## src/rtl/stepper_ctrl.sv

```systemverilog
// Stepper motor controller: accepts absolute move and homing commands,
// paces steps with a programmable clock divider and drives a 4-wire coil
// pattern in full-step or half-step sequence.
module stepper_ctrl #(
   parameter int POS_W     = 16,
   parameter int DIV_W     = 16,
   parameter int HALF_STEP = 0,
   parameter int HOME_MAX  = 4096,
   parameter int HOLD      = 1
) (
   input  logic                    clock,
   input  logic                    reset,
   input  logic                    cmd_valid,
   output logic                    cmd_ready,
   input  logic                    cmd_home,
   input  logic signed [POS_W-1:0] cmd_target,
   input  logic [DIV_W-1:0]        cmd_period,
   input  logic                    limit_switch,
   output logic [3:0]              coil,
   output logic                    dir,
   output logic signed [POS_W-1:0] position,
   output logic                    busy,
   output logic                    done,
   output logic                    err
);

   localparam int HC_W = $clog2(HOME_MAX + 1);
   localparam logic [3:0] COIL_RST = (HOLD != 0) ? 4'b1100 : 4'b0000;

   typedef enum logic [1:0] {IDLE, MOVE, HOME, DONE} state_t;

   state_t                  state_q, state_d;
   logic signed [POS_W-1:0] position_q, position_d;
   logic signed [POS_W-1:0] target_q, target_d;
   logic [2:0]              phase_q, phase_d;
   logic                    dir_q, dir_d;
   logic [DIV_W-1:0]        timer_q, timer_d;
   logic [DIV_W-1:0]        period_q, period_d;
   logic [HC_W-1:0]         home_cnt_q, home_cnt_d;
   logic                    err_q, err_d;
   logic [3:0]              coil_q, coil_d;
   logic                    lim_meta_q, lim_s_q;
   logic                    lim_s;
   logic                    step_tick;
   logic [2:0]              phase_next;
   logic signed [POS_W-1:0] pos_next;

   // Winding pattern for a phase index; full-step uses only the low two bits.
   function automatic logic [3:0] coil_of(input logic [2:0] ph);
      logic [3:0] pat;
      if (HALF_STEP != 0) begin
         case (ph)
            3'd0:    pat = 4'b1000;
            3'd1:    pat = 4'b1100;
            3'd2:    pat = 4'b0100;
            3'd3:    pat = 4'b0110;
            3'd4:    pat = 4'b0010;
            3'd5:    pat = 4'b0011;
            3'd6:    pat = 4'b0001;
            default: pat = 4'b1001;
         endcase
      end else begin
         case (ph[1:0])
            2'd0:    pat = 4'b1100;
            2'd1:    pat = 4'b0110;
            2'd2:    pat = 4'b0011;
            default: pat = 4'b1001;
         endcase
      end
      return pat;
   endfunction

   // Two-flop synchroniser so the asynchronous home switch never reaches the FSM raw.
   always_ff @(posedge clock or negedge reset) begin
      if (!reset) begin
         lim_meta_q <= 1'b0;
         lim_s_q    <= 1'b0;
      end else begin
         lim_meta_q <= limit_switch;
         lim_s_q    <= lim_meta_q;
      end
   end

   assign lim_s = lim_s_q;

   // Controller state register; coil is registered so the reset pattern is exact in every mode.
   always_ff @(posedge clock or negedge reset) begin
      if (!reset) begin
         state_q    <= IDLE;
         position_q <= '0;
         target_q   <= '0;
         phase_q    <= 3'd0;
         dir_q      <= 1'b0;
         timer_q    <= '0;
         period_q   <= DIV_W'(1);
         home_cnt_q <= '0;
         err_q      <= 1'b0;
         coil_q     <= COIL_RST;
      end else begin
         state_q    <= state_d;
         position_q <= position_d;
         target_q   <= target_d;
         phase_q    <= phase_d;
         dir_q      <= dir_d;
         timer_q    <= timer_d;
         period_q   <= period_d;
         home_cnt_q <= home_cnt_d;
         err_q      <= err_d;
         coil_q     <= coil_d;
      end
   end

   // Next-state logic: command acceptance, step pacing, limit handling and homing timeout.
   always_comb begin
      state_d    = state_q;
      position_d = position_q;
      target_d   = target_q;
      phase_d    = phase_q;
      dir_d      = dir_q;
      timer_d    = timer_q;
      period_d   = period_q;
      home_cnt_d = home_cnt_q;
      err_d      = err_q;

      step_tick  = (timer_q == (period_q - DIV_W'(1)));
      phase_next = dir_q ? (phase_q - 3'd1) : (phase_q + 3'd1);
      if (HALF_STEP == 0) begin
         phase_next[2] = 1'b0;
      end
      pos_next = dir_q ? (position_q - POS_W'(1)) : (position_q + POS_W'(1));

      case (state_q)
         IDLE: begin
            if (cmd_valid) begin
               err_d      = 1'b0;
               target_d   = cmd_target;
               period_d   = (cmd_period == '0) ? DIV_W'(1) : cmd_period;
               timer_d    = '0;
               home_cnt_d = '0;
               if (cmd_home) begin
                  dir_d   = 1'b1;
                  state_d = HOME;
               end else if (cmd_target == position_q) begin
                  state_d = DONE;
               end else begin
                  dir_d   = (cmd_target < position_q);
                  state_d = MOVE;
               end
            end
         end
         MOVE: begin
            if (dir_q && lim_s) begin
               position_d = '0;
               state_d    = DONE;
            end else if (step_tick) begin
               timer_d    = '0;
               position_d = pos_next;
               phase_d    = phase_next;
               if (pos_next == target_q) begin
                  state_d = DONE;
               end
            end else begin
               timer_d = timer_q + DIV_W'(1);
            end
         end
         HOME: begin
            if (lim_s) begin
               position_d = '0;
               state_d    = DONE;
            end else if (step_tick) begin
               timer_d    = '0;
               position_d = pos_next;
               phase_d    = phase_next;
               home_cnt_d = home_cnt_q + HC_W'(1);
               if (home_cnt_q == HC_W'(HOME_MAX - 1)) begin
                  err_d   = 1'b1;
                  state_d = DONE;
               end
            end else begin
               timer_d = timer_q + DIV_W'(1);
            end
         end
         default: begin
            state_d = IDLE;
         end
      endcase

      coil_d = ((HOLD == 0) && (state_d == IDLE)) ? 4'b0000 : coil_of(phase_d);
   end

   assign cmd_ready = (state_q == IDLE);
   assign busy      = (state_q == MOVE) || (state_q == HOME);
   assign done      = (state_q == DONE);
   assign coil      = coil_q;
   assign dir       = dir_q;
   assign position  = position_q;
   assign err       = err_q;

endmodule
```

## config.mk

```make
export PLATFORM = sky130hd
export DESIGN_NAME = stepper_ctrl
export DESIGN_NICKNAME = d
export VERILOG_FILES = /design/src/rtl/stepper_ctrl.sv
export SDC_FILE = /design/constraint.sdc
export NUM_CORES = 1
export LEC_CHECK = 0
export CAP_MARGIN = 20
export CORE_MARGIN = 1
export CORE_UTILIZATION = 60
export CTS_CLUSTER_DIAMETER = 80
export CTS_CLUSTER_SIZE = 24
export DETAILED_ROUTE_END_ITERATION = 10
export GPL_ROUTABILITY_DRIVEN = 0
export PLACE_DENSITY = 0.84
export SETUP_SLACK_MARGIN = 0.5
export SYNTH_ARGS = -nofsm -noshare
export SYNTH_HDL_FRONTEND = slang
export SYNTH_SLANG_ARGS = --single-unit
```

## constraint.sdc

```tcl
create_clock -name clock -period 9 [get_ports clock]
set_input_delay 0.9 -clock clock [delete_from_list [all_inputs] [get_ports clock]]
set_output_delay 0.9 -clock clock [all_outputs]
set_load 0.01 [all_outputs]
```

==> flow_summary.toml, run 1 <==
[clock_network]
numCtsBuffers = 9
tritoncts = "yes"
clock_tree.root_cell = "clkbuf_8"
hold_buffers = 0
cts.sink_count = 88
post_cts.repair.setup_buffers = 0
cts.htree.levels = 3
post_cts.resized_instances = 0
clk-insertion-delay-late_ns = 0.38
clk_pin_slew_ns = 0.09
cts-root-to-sink-buffers = 2

[pwr]
share_comb_of_total_power_pct = 49.0
switching_part_of_the_total_pct = 42.3
power.internal_mw = 1.06
cellLeakagePower_nw = 2.98
powerDensity_mw_per_mm2 = 264
share_of_power_burned_in_registers_pct = 34.1
total_net_switching_power_mw = 0.775
vdd_drop_max_v = 0.000185
post-layout-total-power_mw = 1.83
power_frac_clock_pct = 16.9

[global_routing]
wire_length_of_the_first_global_routing_pass_um = 23000
antenna_violations_before_repair = 0
total_congestion_overflow_after_global_routing = 0
grt_pass1_vias = 4767
grt_use_total_pct = 28.7
largest_net_degree_at_the_start_of_global_routing = 54

[place]
dp_hpwl_um = 10700
port-buffer-count = 61
place_worst_setup_slack_ns = 5.09
detailed_place.area_mm2 = 0.00672

[timing]
slew_viol_final = 0
fmax_ghz = 0.248
final.setup.worst_slack_ns = 4.97
skew_ns = 0.00726
setup_viol = 0
min_period_over_period_pct = 44.8
timing.setup.tns_ns = 0
final-hold-violation-count = 0
finalWorstPathRequiredPeriod_ns = 4.03
maxSlewHeadroom_pct = 40.5
worst_slew_pin_slew_ns = 0.893
rsz0062_at_grt = "no"
final.hold.worst_slack_ns = 0.383

[synth]
postSynth.topFlopCell = "dfrtp_1"
synth-async-reset-ratio_pct = 100
netlist_top_cells_count = "dfrtp_1 (85), o21ai_0 (53), nor2_1 (46)"
synth-seq-cells = 88
synth_cell_type_count = 79
syn-cell-area_mm2 = 0.00608
yosys_warnings = 0
fraction_of_post_synthesis_cell_area_in_the_top_cell_type_by_area_pct = 35.0
netlist_top_cells_area = "dfrtp_1 (35%), ha_1 (7.8%), xnor2_1 (6.0%)"
synth.net_count = 716
syn-mean-instance-area_um2 = 9.50
synth_most_common_cell = "dfrtp_1"
synth-edff-count = 0
synth_area_leader_cell = "dfrtp_1"
netlist_instances = 640
seq_area_frac_synth_pct = 36.3

[drt]
drt_first_pass_iters = 6
post_drt_wl_per_cell_um = 17.2
drtIter0Drc = 226
detail_route.drc_violations = 0
vias = 4999
via_per_inst = 6.05
postRouteAntennaNets = 0
wl_um = 14200

[final_layout]
n_antenna_cell = 0
seq_area_mm2 = 0.00221
num-nets-final = 764
final_non_filler_cell_area_mm2 = 0.00694
n_fill_cell = 777
multiInputGateArea_mm2 = 0.00358
drive_gt1_share_pct = 9.81
syn_to_final_growth_pct = 14.2

[worst_setup_path]
worst_setup_path_start_kind = "register"
worst_setup_path_end_kind = "register"
setup.reg_to_reg.worst_slack_ns = 4.97
required_arrival_time_at_the_worst_endpoint_ns = 9.27
worst_r2r_startpoint = "dir"
arrival_ns = 4.30
cp_max_fo = 23
path_class = "reg -> reg"
worst_r2r_endpoint = "state_q[1]"
rr_worst_depth = 11

[floorplan]
rows = 36
die-height_um = 103
core-area_mm2 = 0.00982
start_util_pct = 61.9
io_pins = 62
die_area_mm2 = 0.0105
die_w_um = 103

[hold_path]
worstHoldPathType = "reg -> reg"
hp-start = "lim_meta_q"
min_delay_path_depth = 0
hold_end = "lim_s"

[outcome]
run_status = "finished, final reports clean"

[run]
timing.max_cap.violations = 0
[how the worst max path moves through the flow]
stage | end | startpoint | depth (start not counted)
2_1_floorplan | state_q[0] | dir | 12
3_3_place_gp | state_q[0] | dir | 11
3_5_place_dp | state_q[1] | dir | 11
4_1_cts | state_q[1] | dir | 11
5_1_grt | state_q[1] | dir | 11
6_report | state_q[1] | dir | 11
[cell families (layout without fill, tap and decap cells)]
family / after synthesis / count (layout) / share of synthesized area [%]
compound gates: 142 / 142 / 15.6
buf+inv: 65 / 118 / 4.90
mux: 35 / 35 / 6.42
fa+ha+maj: 39 / 39 / 8.15
flops: 88 / 88 / 36.3
simple gates: 200 / 200 / 17.7
xor+xnor: 71 / 71 / 10.9
[final cells by class]
class                           count  share of cell area, %
Multi-Input combinational cell    487                   51.5
Sequential cell                    88                   31.8
Tap cell                          133                   2.40
Timing Repair Buffer               64                   9.08
Clock buffer                       11                   2.04
Inverter                           38                   2.05
Clock inverter                      5                   1.14
[routing by layer]
| layer | part of all wire [%] | global-route usage, % |
|---|---|---|
| met5 | 0 | 0 |
| met4 | 1.7 | 9.89 |
| met3 | 5.8 | 7.19 |
| met2 | 48 | 46.5 |
| met1 | 44 | 37.6 |
[layout by cell type, fill, tap and decap left out, types with 3 or more instances in the layout]
| cell type | n |
|---|---|
| mux2i_1 | 3 |
| o31ai_1 | 4 |
| xnor2_1 | 42 |
| a31oi_1 | 4 |
| nor3_1 | 9 |
| dfrtp_1 | 85 |
| nand2b_1 | 14 |
| inv_1 | 38 |
| nor2_1 | 46 |
| or4_1 | 3 |
| o21ai_1 | 3 |
| a21oi_1 | 22 |
| ha_1 | 38 |
| and2_1 | 3 |
| nor4_1 | 8 |
| dfstp_2 | 3 |
| or3_1 | 3 |
| nor2b_1 | 4 |
| nand4_1 | 13 |
| nand4b_1 | 6 |
| mux2_2 | 30 |
| clkbuf_8 | 10 |
| o2bb2ai_1 | 4 |
| o21ai_0 | 53 |
| and3_1 | 14 |
| o2111ai_1 | 4 |
| xor2_1 | 26 |
| nand3_1 | 14 |
| buf_4 | 4 |
| a211oi_1 | 4 |
| o21a_1 | 8 |
| a21o_1 | 8 |
| nand2_1 | 45 |
| o211ai_1 | 4 |
| clkdlybuf4s50_1 | 60 |
[worst max-delay path, stage by stage (launching register included)]
cell      delay [ns]
dfrtp_1         0.93
inv_1           0.21
fa_1            0.49
nand2b_1        0.18
a21oi_1         0.29
o21ai_1         0.20
o31ai_1         0.46
xnor2_1         0.17
nor4_1          0.29
nand4_1         0.17
a21o_1          0.22
mux2_1          0.31
[power by group through the flow]
stage | combinational, mW | clock [mW] | sequential, mW
after CTS | 0.879 | 0.318 | 0.621
after detailed placement | 0.873 | 0 | 0.626
after global placement | 0.836 | 0 | 0.618
after floorplan | 0.712 | 0 | 0.574
after global routing | 0.983 | 0.333 | 0.638
final | 0.897 | 0.310 | 0.624
[state kept, by name, summed over array words and instances, names as in the netlist, 2 cells and up, named ones only]
signal and cells:
home_cnt_q 13, position 16, period_q 16, target_q 16, state_q 2, timer_q 16, coil 3
[through the flow]
stage,std cells,utilization [%]
finish,826,70.7
global route,826,70.7
CTS,825,70.6
detailed placement,809,68.4
global placement,809,68.4
floorplan,640,-
No activity file was read; power rests on OpenSTA's default activity.
==> inputs of run 2 (changes only) <==
--- a/config.mk
+++ b/config.mk
@@ -7,12 +7,12 @@
 export LEC_CHECK = 0
 export CAP_MARGIN = 20
 export CORE_MARGIN = 1
-export CORE_UTILIZATION = 60
+export CORE_UTILIZATION = 52
 export CTS_CLUSTER_DIAMETER = 80
 export CTS_CLUSTER_SIZE = 24
 export DETAILED_ROUTE_END_ITERATION = 10
 export GPL_ROUTABILITY_DRIVEN = 0
-export PLACE_DENSITY = 0.84
+export PLACE_DENSITY = 0.77
 export SETUP_SLACK_MARGIN = 0.5
 export SYNTH_ARGS = -nofsm -noshare
 export SYNTH_HDL_FRONTEND = slang
==> constraint.sdc (replaced) <==
create_clock -name clock -period 3.2 [get_ports clock]
set_input_delay 0.32 -clock clock [delete_from_list [all_inputs] [get_ports clock]]
set_output_delay 0.32 -clock clock [all_outputs]
set_load 0.01 [all_outputs]
==> flow_summary.toml, run 2 (synthesized netlist as in run 1, its figures left out) <==
[drt]
detail_route.drc_violations = 0
wl_um = 18800
drt_first_pass_iters = 6
postRouteAntennaNets = 0
drtIter0Drc = 395
via_per_inst = 6.25
post_drt_wl_per_cell_um = 20.9
vias = 5623

[timing]
finalWorstPathRequiredPeriod_ns = 3.15
min_period_over_period_pct = 98.6
rsz0062_at_grt = "yes"
maxSlewHeadroom_pct = 49.7
setup_viol = 0
skew_ns = 0.00883
timing.setup.tns_ns = 0
worst_slew_pin_slew_ns = 0.752
final-hold-violation-count = 0
fmax_ghz = 0.317
slew_viol_final = 0

[clock_network]
numCtsBuffers = 9
tritoncts = "yes"
clk-insertion-delay-late_ns = 0.36
cts.htree.levels = 3
clock_tree.root_cell = "clkbuf_16"
cts.sink_count = 88
clk_pin_slew_ns = 0.06
cts-root-to-sink-buffers = 2

[worst_setup_path]
required_arrival_time_at_the_worst_endpoint_ns = 3.44
cp_max_fo = 8
worst_setup_path_end_kind = "register"
worst_setup_path_start_kind = "register"
arrival_ns = 3.39
path_class = "reg -> reg"

[pwr]
powerDensity_mw_per_mm2 = 820
vdd_drop_max_v = 0.000518
cellLeakagePower_nw = 3.52

[final_layout]
mostFrequentLayoutCells = "dfrtp_1 (79), clkdlybuf4s50_1 (60), buf_4 (40)"
n_antenna_cell = 0
syn_to_final_growth_pct = 37.5
final_util_pct = 73.2
drive_gt1_share_pct = 32.6
num-nets-final = 828
n_fill_cell = 754
mostFrequentLayoutCell = "dfrtp_1"

[floorplan]
rows = 39
die_w_um = 110
core-area_mm2 = 0.0114
die-height_um = 110
io_pins = 62
die_area_mm2 = 0.0121
start_util_pct = 53.3

[global_routing]
antenna_violations_before_repair = 0
grt_pass1_vias = 5681
wire_length_of_the_first_global_routing_pass_um = 27700
grt_use_total_pct = 30.0
total_congestion_overflow_after_global_routing = 0
largest_net_degree_at_the_start_of_global_routing = 43

[run]
timing.max_cap.violations = 0

[place]
dp_hpwl_um = 10800
port-buffer-count = 61

[hold_path]
worstHoldPathType = "reg -> reg"

[outcome]
run_status = "finished, final reports clean"
==> run 2: report_power, final <==
group	internal (mW)	switching, mW	leakage (nW)
sequential	1.38	0.379	1.13
combinational	1.87	2.24	2.26
clock	0.548	0.443	0.128
==> run 2: layer usage <==
layer | GRT usage, % | part of all wire, % | vias up
li1 | - | - | 2525
met1 | 35.1 | 39 | 2731
met2 | 50.3 | 50 | 272
met3 | 6.70 | 7.1 | 95
met4 | 17.8 | 4.5 | 0
met5 | 0 | 0 | -
==> run 2: critical path, cell delays in order, from the launching register on <==
cell	delay, ns
dfrtp_4	0.50
buf_4	0.21
ha_1	0.44
nand4_1	0.23
nor2_1	0.09
a211oi_2	0.36
o31ai_4	0.16
xnor2_1	0.19
nor4_2	0.16
nand4_1	0.15
a21o_1	0.23
mux2_4	0.31
==> run 2: worst paths after layout <==
| check | endpoint | slack [ns] | startpoint | depth (start not counted) |
|---|---|---|---|---|
| setup / recovery | state_q[0] | 0.05 | dir | 11 |
| hold / removal | lim_s | 0.35 | lim_meta_q | 0 |
| setup reg to reg | state_q[0] | 0.05 | dir | 11 |
| hold reg to reg | lim_s | 0.35 | lim_meta_q | 0 |
| max in group asynchronous | coil[3] | 1.93 | reset | 3 |
| min in group asynchronous | timer_q[4] | 0.50 | reset | 2 |
==> run 2: area by class of cell <==
type                            instances  area (µm²)  share of cell area, %
Tap cell                              143         179                   2.14
Timing Repair Buffer                  127        1230                   14.7
Clock buffer                           15         258                   3.08
Multi-Input combinational cell        488        4330                   51.8
Inverter                               38         148                   1.77
Clock inverter                          1        5.00                 0.0599
Sequential cell                        88        2220                   26.5
==> run 2: repair_timing <==
item,4_1_cts,5_1_grt
endpoints found under the hold margin,39,0
pin swaps,22,29
setup endpoints to repair,48,48
setup buffers,35,10
resized for setup,79,151
hold buffers,1,0
gates cloned,3,3
==> run 2: through the flow <==
| step | cell area, µm² | std cells | hold slack [ns] | total power [mW] | setup WS (ns) |
|---|---|---|---|---|---|
| floorplan | 6140 | 640 | 0.0244 | 3.68 | 0.256 |
| global placement | 6870 | 832 | 0.340 | 4.27 | 0.0641 |
| detailed placement | 6870 | 832 | 0.340 | 4.37 | 0.0339 |
| CTS | 7820 | 887 | 0.354 | 5.96 | 0.242 |
| global route | 8360 | 900 | 0.369 | 7.15 | 0.00133 |
| finish | 8360 | 900 | 0.353 | 6.86 | 0.0452 |
==> inputs of run 3 (changes only) <==
--- a/config.mk
+++ b/config.mk
@@ -13,7 +13,7 @@
 export DETAILED_ROUTE_END_ITERATION = 10
 export GPL_ROUTABILITY_DRIVEN = 0
 export PLACE_DENSITY = 0.77
-export SETUP_SLACK_MARGIN = 0.5
+export REMOVE_ABC_BUFFERS = 1
 export SYNTH_ARGS = -nofsm -noshare
 export SYNTH_HDL_FRONTEND = slang
 export SYNTH_SLANG_ARGS = --single-unit
==> flow_summary.toml, run 3 (synthesized netlist as in run 1, its figures left out) <==
[outcome]
run_status = "finished with violations"
violated_checks = "negative hold slack"

[pwr]
switching_part_of_the_total_pct = 40.0
vdd_drop_max_v = 0.000430
share_comb_of_total_power_pct = 49.8
power_frac_clock_pct = 21.5
powerDensity_mw_per_mm2 = 794
total_net_switching_power_mw = 2.39
post-layout-total-power_mw = 5.97
share_of_power_burned_in_registers_pct = 28.7
power.internal_mw = 3.58
cellLeakagePower_nw = 3.23

[clock_network]
post_cts.repair.setup_buffers = 0
cts.sink_count = 88
clk-insertion-delay-late_ns = 0.35
cts-root-to-sink-buffers = 2
numCtsBuffers = 9
cts.htree.levels = 3
tritoncts = "yes"
hold_buffers = 0
clk_pin_slew_ns = 0.07
clock_tree.root_cell = "clkbuf_16"

[final_layout]
mostFrequentLayoutCell = "dfrtp_1"
final_util_pct = 65.9
mostFrequentLayoutCells = "dfrtp_1 (84), clkdlybuf4s50_1 (60), o21ai_0 (51)"
final_non_filler_cell_area_mm2 = 0.00753
num-nets-final = 795
syn_to_final_growth_pct = 23.8
n_antenna_cell = 0
layout.cells.non_filler = 867
drive_gt1_share_pct = 17.0

[drt]
via_per_inst = 5.94
postRouteAntennaNets = 0
drt_first_pass_iters = 5
detail_route.drc_violations = 0
wl_um = 15200
post_drt_wl_per_cell_um = 17.5
drtIter0Drc = 254
vias = 5154

[global_routing]
antenna_violations_before_repair = 0
wire_length_of_the_first_global_routing_pass_um = 24500
grt_pass1_vias = 5182
grt_use_total_pct = 26.5
largest_net_degree_at_the_start_of_global_routing = 89
total_congestion_overflow_after_global_routing = 0

[worst_setup_path]
arrival_ns = 3.34
worst_setup_path_start_kind = "register"
worst_r2r_endpoint = "state_q[1]"
rr_worst_depth = 11
required_arrival_time_at_the_worst_endpoint_ns = 3.44
worst_setup_path_end_kind = "register"
setup.reg_to_reg.worst_slack_ns = 0.10
path_class = "reg -> reg"
cp_max_fo = 4
worst_r2r_startpoint = "dir"
crit_path_start = "dir"

[floorplan]
core-area_mm2 = 0.0114
start_util_pct = 53.3
die_area_mm2 = 0.0121
rows = 39
die-height_um = 110
io_pins = 62
die_w_um = 110

[run]
timing.max_cap.violations = 0

[timing]
min_period_over_period_pct = 96.8
final.hold.worst_slack_ns = -0.0254
timing.setup.tns_ns = 0
final-hold-violation-count = 15
final.setup.worst_slack_ns = 0.104
fmax_ghz = 0.323
setup_viol = 0
maxSlewHeadroom_pct = 47.0
skew_ns = 0.0117
worst_slew_pin_slew_ns = 0.793
slew_viol_final = 0
finalWorstPathRequiredPeriod_ns = 3.10

[place]
dp_hpwl_um = 10900
placed_instances = 851
port-buffer-count = 61
place_worst_setup_slack_ns = -0.0245
detailed_place.area_mm2 = 0.00699

[hold_path]
worstHoldPathType = "in -> async"
==> run 3: cell count changes in the layout (fill, tap and decap cells not counted), moves of 8 or more <==
cell and change:
ha_1 +10, nand2_2 -11, nor2_4 -11, nor2_1 +12, o21ai_2 -25, nand2_1 +15
buf_4 -8, o21ai_0 +39, o21ai_1 -12, ha_4 -9, buf_6 -22
==> run 3: critical path, stage by stage, from the launching register on <==
cell	delay [ns]
dfrtp_2	0.41
inv_2	0.07
fa_2	0.41
nand2b_1	0.21
a21oi_1	0.24
xnor2_1	0.20
xnor2_1	0.13
a2111o_1	0.36
nor4_2	0.28
nand4_1	0.14
a21o_1	0.22
mux2_1	0.31
==> run 3: how the worst max path moves through the flow <==
| stage | endpoint | slack, ns | cells past startpoint |
|---|---|---|---|
| 2_1_floorplan | state_q[0] | -0.23 | 11 |
| 3_3_place_gp | state_q[1] | 0.05 | 11 |
| 3_5_place_dp | state_q[1] | -0.02 | 11 |
| 4_1_cts | state_q[1] | 0.01 | 11 |
| 5_1_grt | state_q[1] | -0.002 | 11 |
| 6_report | state_q[1] | 0.10 | 11 |
==> run 3: layout make-up <==
cell class	count	area [µm²]
Sequential cell	88	2210
Fill cell	913	3890
Clock inverter	4	98.8
Multi-Input combinational cell	487	3740
Tap cell	143	179
Timing Repair Buffer	95	896
Inverter	38	143
Clock buffer	12	267
==> run 3: timing repair <==
action	CTS	global route
pin swaps	1	5
endpoints found under the setup margin	2	32
resized for setup	6	26
cloned	0	0
==> run 3: layer usage <==
layer / GRT usage, % / vias up / routed length, µm
li1: - / 2440 / -
met1: 32.3 / 2504 / 6370
met4: 13.6 / 0 / 565
met5: 0 / - / 0
met2: 45.4 / 160 / 7540
met3: 4.35 / 50 / 721
==> run 3: power by group through the flow <==
stage	Combinational [mW]	Sequential (mW)	Clock, mW
floorplan	1.88	1.65	0
global placement	2.64	1.69	0
detailed placement	2.74	1.70	0
CTS	2.80	1.69	1.30
global route	3.23	1.75	1.34
finish	2.98	1.71	1.28
